`src/rtl/data_mem_responder_pkg.sv`:
```
// Shared definitions for the data-memory request/response interface.
// Used by both the responder and the requester side of the core.
package data_mem_responder_pkg;

    localparam int unsigned DATA_W = 32;

    typedef enum logic [1:0] {
        S_IDLE = 2'd0,
        S_WAIT = 2'd1,
        S_RESP = 2'd2
    } state_t;

    localparam logic ERR_NONE   = 1'b0;
    localparam logic ERR_ACCESS = 1'b1;

    // Misaligned word access or any address bit set above the array's word range.
    function automatic logic addr_err(input logic [DATA_W-1:0] addr, input int unsigned aw);
        if (addr[1:0] != 2'b00) return ERR_ACCESS;
        if ((addr >> (aw + 2)) != '0) return ERR_ACCESS;
        return ERR_NONE;
    endfunction

endpackage

```
`src/rtl/data_mem_responder_array.sv`:
```
// Word-organised data memory: synchronous write, combinational read.
// Contents are intentionally not reset.
module dmem_array
    import data_mem_responder_pkg::*;
#(
    parameter int unsigned DEPTH = 64,
    parameter int unsigned AW    = $clog2(DEPTH)
) (
    input  logic              clk,
    input  logic              we,
    input  logic [AW-1:0]     addr,
    input  logic [DATA_W-1:0] wdata,
    output logic [DATA_W-1:0] rdata
);

    logic [DATA_W-1:0] mem [DEPTH];

    always_ff @(posedge clk) begin
        if (we) mem[addr] <= wdata;
    end

    assign rdata = mem[addr];

endmodule

```
`src/rtl/data_mem_responder.sv`:
```
// Single-outstanding data-memory responder: accepts a load/store, waits LATENCY
// cycles, performs the access and holds the response until it is taken.
module data_mem_responder
    import data_mem_responder_pkg::*;
#(
    parameter int unsigned DEPTH   = 64,
    parameter int unsigned LATENCY = 2
) (
    input  logic        clk,
    input  logic        rst_n,
    input  logic        req_valid,
    output logic        req_ready,
    input  logic        req_we,
    input  logic [31:0] req_addr,
    input  logic [31:0] req_wdata,
    output logic        rsp_valid,
    input  logic        rsp_ready,
    output logic [31:0] rsp_rdata,
    output logic        rsp_err,
    output logic        busy
);

    localparam int unsigned AW = $clog2(DEPTH);
    localparam int unsigned CW = $clog2(LATENCY + 1);

    state_t            state;
    logic [CW-1:0]     cnt;
    logic              we_q;
    logic [DATA_W-1:0] addr_q;
    logic [DATA_W-1:0] wdata_q;
    logic [DATA_W-1:0] rd_data;
    logic              acc_err;
    logic              access;
    logic              mem_we;

    assign acc_err = addr_err(addr_q, AW);
    assign access  = (state == S_WAIT) && (cnt == '0);
    assign mem_we  = access && we_q && (acc_err == ERR_NONE);

    dmem_array #(
        .DEPTH (DEPTH),
        .AW    (AW)
    ) u_array (
        .clk   (clk),
        .we    (mem_we),
        .addr  (addr_q[AW+1:2]),
        .wdata (wdata_q),
        .rdata (rd_data)
    );

    // Gated by rst_n so the requester sees ready low for the whole reset window.
    assign req_ready = rst_n && (state == S_IDLE);
    assign busy      = (state != S_IDLE);

    always_ff @(posedge clk or negedge rst_n) begin
        if (!rst_n) begin
            state     <= S_IDLE;
            cnt       <= '0;
            we_q      <= 1'b0;
            addr_q    <= '0;
            wdata_q   <= '0;
            rsp_valid <= 1'b0;
            rsp_rdata <= '0;
            rsp_err   <= ERR_NONE;
        end else begin
            case (state)
                S_IDLE: begin
                    if (req_valid) begin
                        we_q    <= req_we;
                        addr_q  <= req_addr;
                        wdata_q <= req_wdata;
                        cnt     <= CW'(LATENCY - 1);
                        state   <= S_WAIT;
                    end
                end
                S_WAIT: begin
                    if (cnt == '0) begin
                        rsp_valid <= 1'b1;
                        rsp_err   <= acc_err;
                        rsp_rdata <= (we_q || (acc_err != ERR_NONE)) ? '0 : rd_data;
                        state     <= S_RESP;
                    end else begin
                        cnt <= cnt - 1'b1;
                    end
                end
                S_RESP: begin
                    if (rsp_ready) begin
                        rsp_valid <= 1'b0;
                        rsp_rdata <= '0;
                        rsp_err   <= ERR_NONE;
                        state     <= S_IDLE;
                    end
                end
                default: state <= S_IDLE;
            endcase
        end
    end

endmodule
```
`config.mk`:
```
export PLATFORM = sky130hd
export DESIGN_NAME = data_mem_responder
export DESIGN_NICKNAME = d
export VERILOG_FILES = /design/src/rtl/data_mem_responder_pkg.sv /design/src/rtl/data_mem_responder_array.sv /design/src/rtl/data_mem_responder.sv
export SDC_FILE = /design/constraint.sdc
export NUM_CORES = 2
export LEC_CHECK = 0
export ABC_AREA = 1
export CORE_AREA = 2 2 428 430
export DETAILED_ROUTE_END_ITERATION = 10
export DIE_AREA = 0 0 430 432
export GPL_TIMING_DRIVEN = 0
export PLACE_DENSITY_LB_ADDON = 0.25
export SLEW_MARGIN = 20
export SYNTH_ARGS = -nofsm -noshare
export SYNTH_HDL_FRONTEND = slang
export SYNTH_HIERARCHICAL = 1
export SYNTH_SLANG_ARGS = --single-unit
```
`constraint.sdc`:
```
create_clock -name clk -period 9.4 [get_ports clk]
set_clock_uncertainty 0.05 [all_clocks]
set_input_delay 1.88 -clock clk [delete_from_list [all_inputs] [get_ports clk]]
set_output_delay 1.88 -clock clk [all_outputs]
set_load 0.1 [all_outputs]
```
# Word-level counts from Yosys, hierarchy flattened
# Memory sizes are Yosys's and may differ from the RTL's.
# Cells that the tools add are included.
# totals
reg_bits	103
ramBits	2048
memories	1
inputBits	69
output_inout_bits	36
# memory_table
memory	depth	width	read_ports	rd_clocked_by_memory_dff	wr	line_no	text
u_array.mem	64	32	1	0	1	data_mem_responder_array.sv:16	logic [DATA_W-1:0] mem [DEPTH];
# classes
bitwise_logic	1
add_sub_neg	1
n_eq_ne	6
reduce_logical	16
n_mux	24
# ops
op	count
$mux 32	3
$pmux 32 s2	1
$reduce_bool 32->1	1
$mux 1	12
$reduce_and 3->1	3
$mux 2	4
$reduce_bool 2->1	4
$ne 2x2->1 const B	3
$pmux 2 s3	1
$logic_and 1x1->1	4
$logic_not 2->1	2
$pmux 1 s2	2
$pmux 2 s2	1
$eq 2x1->1 const B	1
$eq 2x2->1 const B	1
$ne 2x1->1 const B	1
$reduce_and 2->1	1
$sub 2x1->2 const B	1
$logic_or 1x1->1	1
$not 1->1	1

# Logic depth before layout (Yosys ltp)
# depth
ltp_word	9
mapped_depth	19
mapped_depth_nobuf	15

# Modules after synthesis
# Netlist, hierarchy kept.
# by_module_without_submodules
mod	seq_area_each_um2	area_per_inst_um2	instances	cells_each
dmem_array	61499.0	85862.3	1	8408
data_mem_responder	2577.5	4435.5	1	403

# Least setup slack after synthesis
# OpenSTA, ideal clock, no wires.
# synth_timing
path_kind	input to output
startpoint	input rst_n
endpoint	output req_ready
t_required_ns	7.470
path_buffers	0
arrival_time_ns	3.158
stages	2
setup_slack_ns	4.312
path_cell_list	inv_1 > nor2_1
# synth_via
elab_chain_len	1
# synth_lines
item	line_no	text
start: declaration	data_mem_responder.sv:10	input logic rst_n,
$logic_and 1x1->1	data_mem_responder.sv:52	assign req_ready = rst_n && (state == S_IDLE);
end: declaration	data_mem_responder.sv:12	output logic req_ready,
# Every way passes these cells.

# Worst setup path in the final report
# Same ends and word-level chain as after synthesis.

==> metrics <==
status=finished with violations; violated checks=antenna rules; core area=roughly 0.18 sq mm; cts hold-fix bufs=0; Via Count=63346; clk sinks=2151; placed cells=around 11000; CP required=approximately 7.5 ns; Total GRT Usage=0.2910; worst slew pin tran=between 1 and 1.5 ns; distinct cell type count after synthesis=30; post-route ant nets=1; # nets final=roughly 9300; Final Core Density=0.5757; Ys Warns=6; grt ovf=0; clock tree from TritonCTS=done; Clk pin slew, worst setup/hold paths=approximately 0.06 ns; Worst Hold Class=register to register; Initial Util=0.4969; total CTS buffers=~220; post-DR vias/cell=5.352; Fin Hold WS=approximately 0.43 ns; Longest Clk Path Bufs=3; I/O pin count=~110; peak supply drop=approximately 0.27 mV; maximum capacitance violations=0; crit path kind=primary input to primary output; Post-synth EDFFs=2048; Hold Startpoint=rsp_rdata[13]$_DFFE_PN0P_; initial antenna violation count=16; power after layout=~34 mW; 1st-iter DRT viols=roughly 8000; Max-slew headroom=0.1389; die height=between 400 and 500 um; clk root buf=clkbuf_16; Async S/R FF share, synth=0.04788; largest net degree at the start of global routing=66; fmax=170.8 MHz; global-route wire length before repair=393700 um; Synth area leaders=edfxtp_1 68%, nand2_1 24%, dfrtp_1 2.9%, buf_2 1.4%, nor2_1 0.78%; post-synth top area share=0.6811; leak pwr=about 44 nW; Mapped Area=~0.09 sq mm; cell area power density=328.0 mW/mm^2; fin area=between 0.1 and 0.15 sq mm; Die Width=~430 um; clk_lat worst skew=~0.85 ns; Remaining DRCs=0; Setup Total Neg Slack=0 ns; Port Buffers=~100; Mapped Avg Cell Area=10.25 sq um; PnR worst setup slack=3.545 ns; layout cells sized above 1=0.09609; post_cts resized=0; crit start category=primary input; critical path arrival=3.93 ns; FF+latch count, synth=around 2200; Hold Path End=rsp_rdata[13]$_DFFE_PN0P_; Cells after Synth=about 8800; DP Area=0.09738 sq mm; row count=157; Post-Layout Cell Count=around 12000; RSZ-0062 raised after global routing=false; count leader, synth=nand2_1; H-tree depth=4; Crit Path Max Fanout=63; register area share after synthesis=0.7096; drt wl/cell=approximately 23 um; Period Utilization, post-route=0.6229; 1st-pass router iterations=6; Hold Violations, Final=0; R2R Path End=u_array/mem[30][19]$_DFFE_PP_; dpl hpwl=190600 um; crit end category=primary output; commonest cells in the netlist=5806 x nand2_1, 2048 x edfxtp_1, 253 x buf_2; syn nets=around 9000; Final setup violation count=0; die area=0.1858 sq mm; setup repair bufs after CTS=0; Area growth syn-to-layout=15.84%; Tmin final=between 5 and 6 ns; Hold Crit Depth=2; Slew Viols, Final=0; Top FF cell, synth=edfxtp_1; R2R Path Start=addr_q[4]$_DFFE_PN0P_; worst-case reg-to-reg path depth=6; vias in the first global route=~60000; final WL=around 270000 um; pre-CTS WS=~3.5 ns; Reg2Reg Setup Slack=4.72 ns; Yosys top cell by area=edfxtp_1; routability cong.=roughly 1.1
-- worst max-delay path by stage --
stage / slack [ns] / end / cells after the start / from
final: 3.54 / req_ready / 5 / rst_n
after global routing: 3.37 / req_ready / 5 / rst_n
after CTS: 3.51 / req_ready / 5 / rst_n
after detailed placement: 3.51 / req_ready / 5 / rst_n
after global placement: 0.30 / req_ready / 4 / rst_n
after floorplan: 4.31 / req_ready / 2 / rst_n
-- report_power, final --
part,leakage (nW),total [mW],internal (mW),switching (mW)
clock,3.54,8.72,5.03,3.69
sequential,19.7,13.0,12.1,0.939
combinational,20.8,12.6,3.08,9.51
-- metal layers --
| layer | global-route usage | vias up | share of wire |
|---|---|---|---|
| li1 | - | 29393 | - |
| met1 | 0.3887 | 30516 | 0.39 |
| met2 | 0.4643 | 2914 | 0.47 |
| met3 | 0.05612 | 519 | 0.097 |
| met4 | 0.1316 | 4 | 0.048 |
| met5 | 0 | - | 0.000099 |
-- registers in the layout, indices dropped and copies added (netlist names) --
signal       cells
addr_q          32
u_array/mem   2048
state            2
rsp_rdata       32
rsp_valid        1
cnt              2
wdata_q         32
we_q             1
rsp_err          1
-- cell usage in the layout, fill, tap and decap left out, drive strengths merged --
cell           instances
a21oi                  1
and2                   1
buf                  417
bufinv                23
clkbuf               407
clkdlybuf4s50        103
clkinv               109
clkinvlp               1
dfrtp                103
diode                 12
edfxtp              2048
ha                     1
inv                   79
mux2                  64
nand2               5807
nand3                 47
nand4                  2
nor2                 190
nor3                   9
nor4                   2
o211ai                 5
o21ai                 13
or2                    7
-- final cells by class --
class | count | area (sq um)
fillers | 14962 | 77100
repair buffers | 218 | 3485
plain buffers | 441 | 2107
inverters | 70 | 262.8
flip-flops and latches | 2151 | 64190
diodes | 12 | 30.03
clock inverters | 142 | 1365
clock buffers | 268 | 5832
well taps | 2385 | 2984
multi-input cells | 6149 | 24350
-- worst max-delay path, cell delays in order --
cell and delay, ns:
buf_6 0.33, buf_16 0.34, inv_1 0.08, nor2_1 0.13, clkdlybuf4s50_1 1.14
-- logic make-up (layout without fill, tap and decap cells) --
logic type / count (synthesis) / after routing / share of synthesized area
AND/OR/NAND/NOR: 6065 / 6065 / 0.2538
multiplexers: 64 / 64 / 0.009145
AO/OA/AOI/OAI: 19 / 19 / 0.001233
adder cells (fa/ha/maj): 1 / 1 / 0.0001385
flip-flops: 2151 / 2151 / 0.7096
other: 0 / 12 / 0
buffers and inverters: 511 / 1139 / 0.02612
No activity file was read; power rests on OpenSTA's default activity.
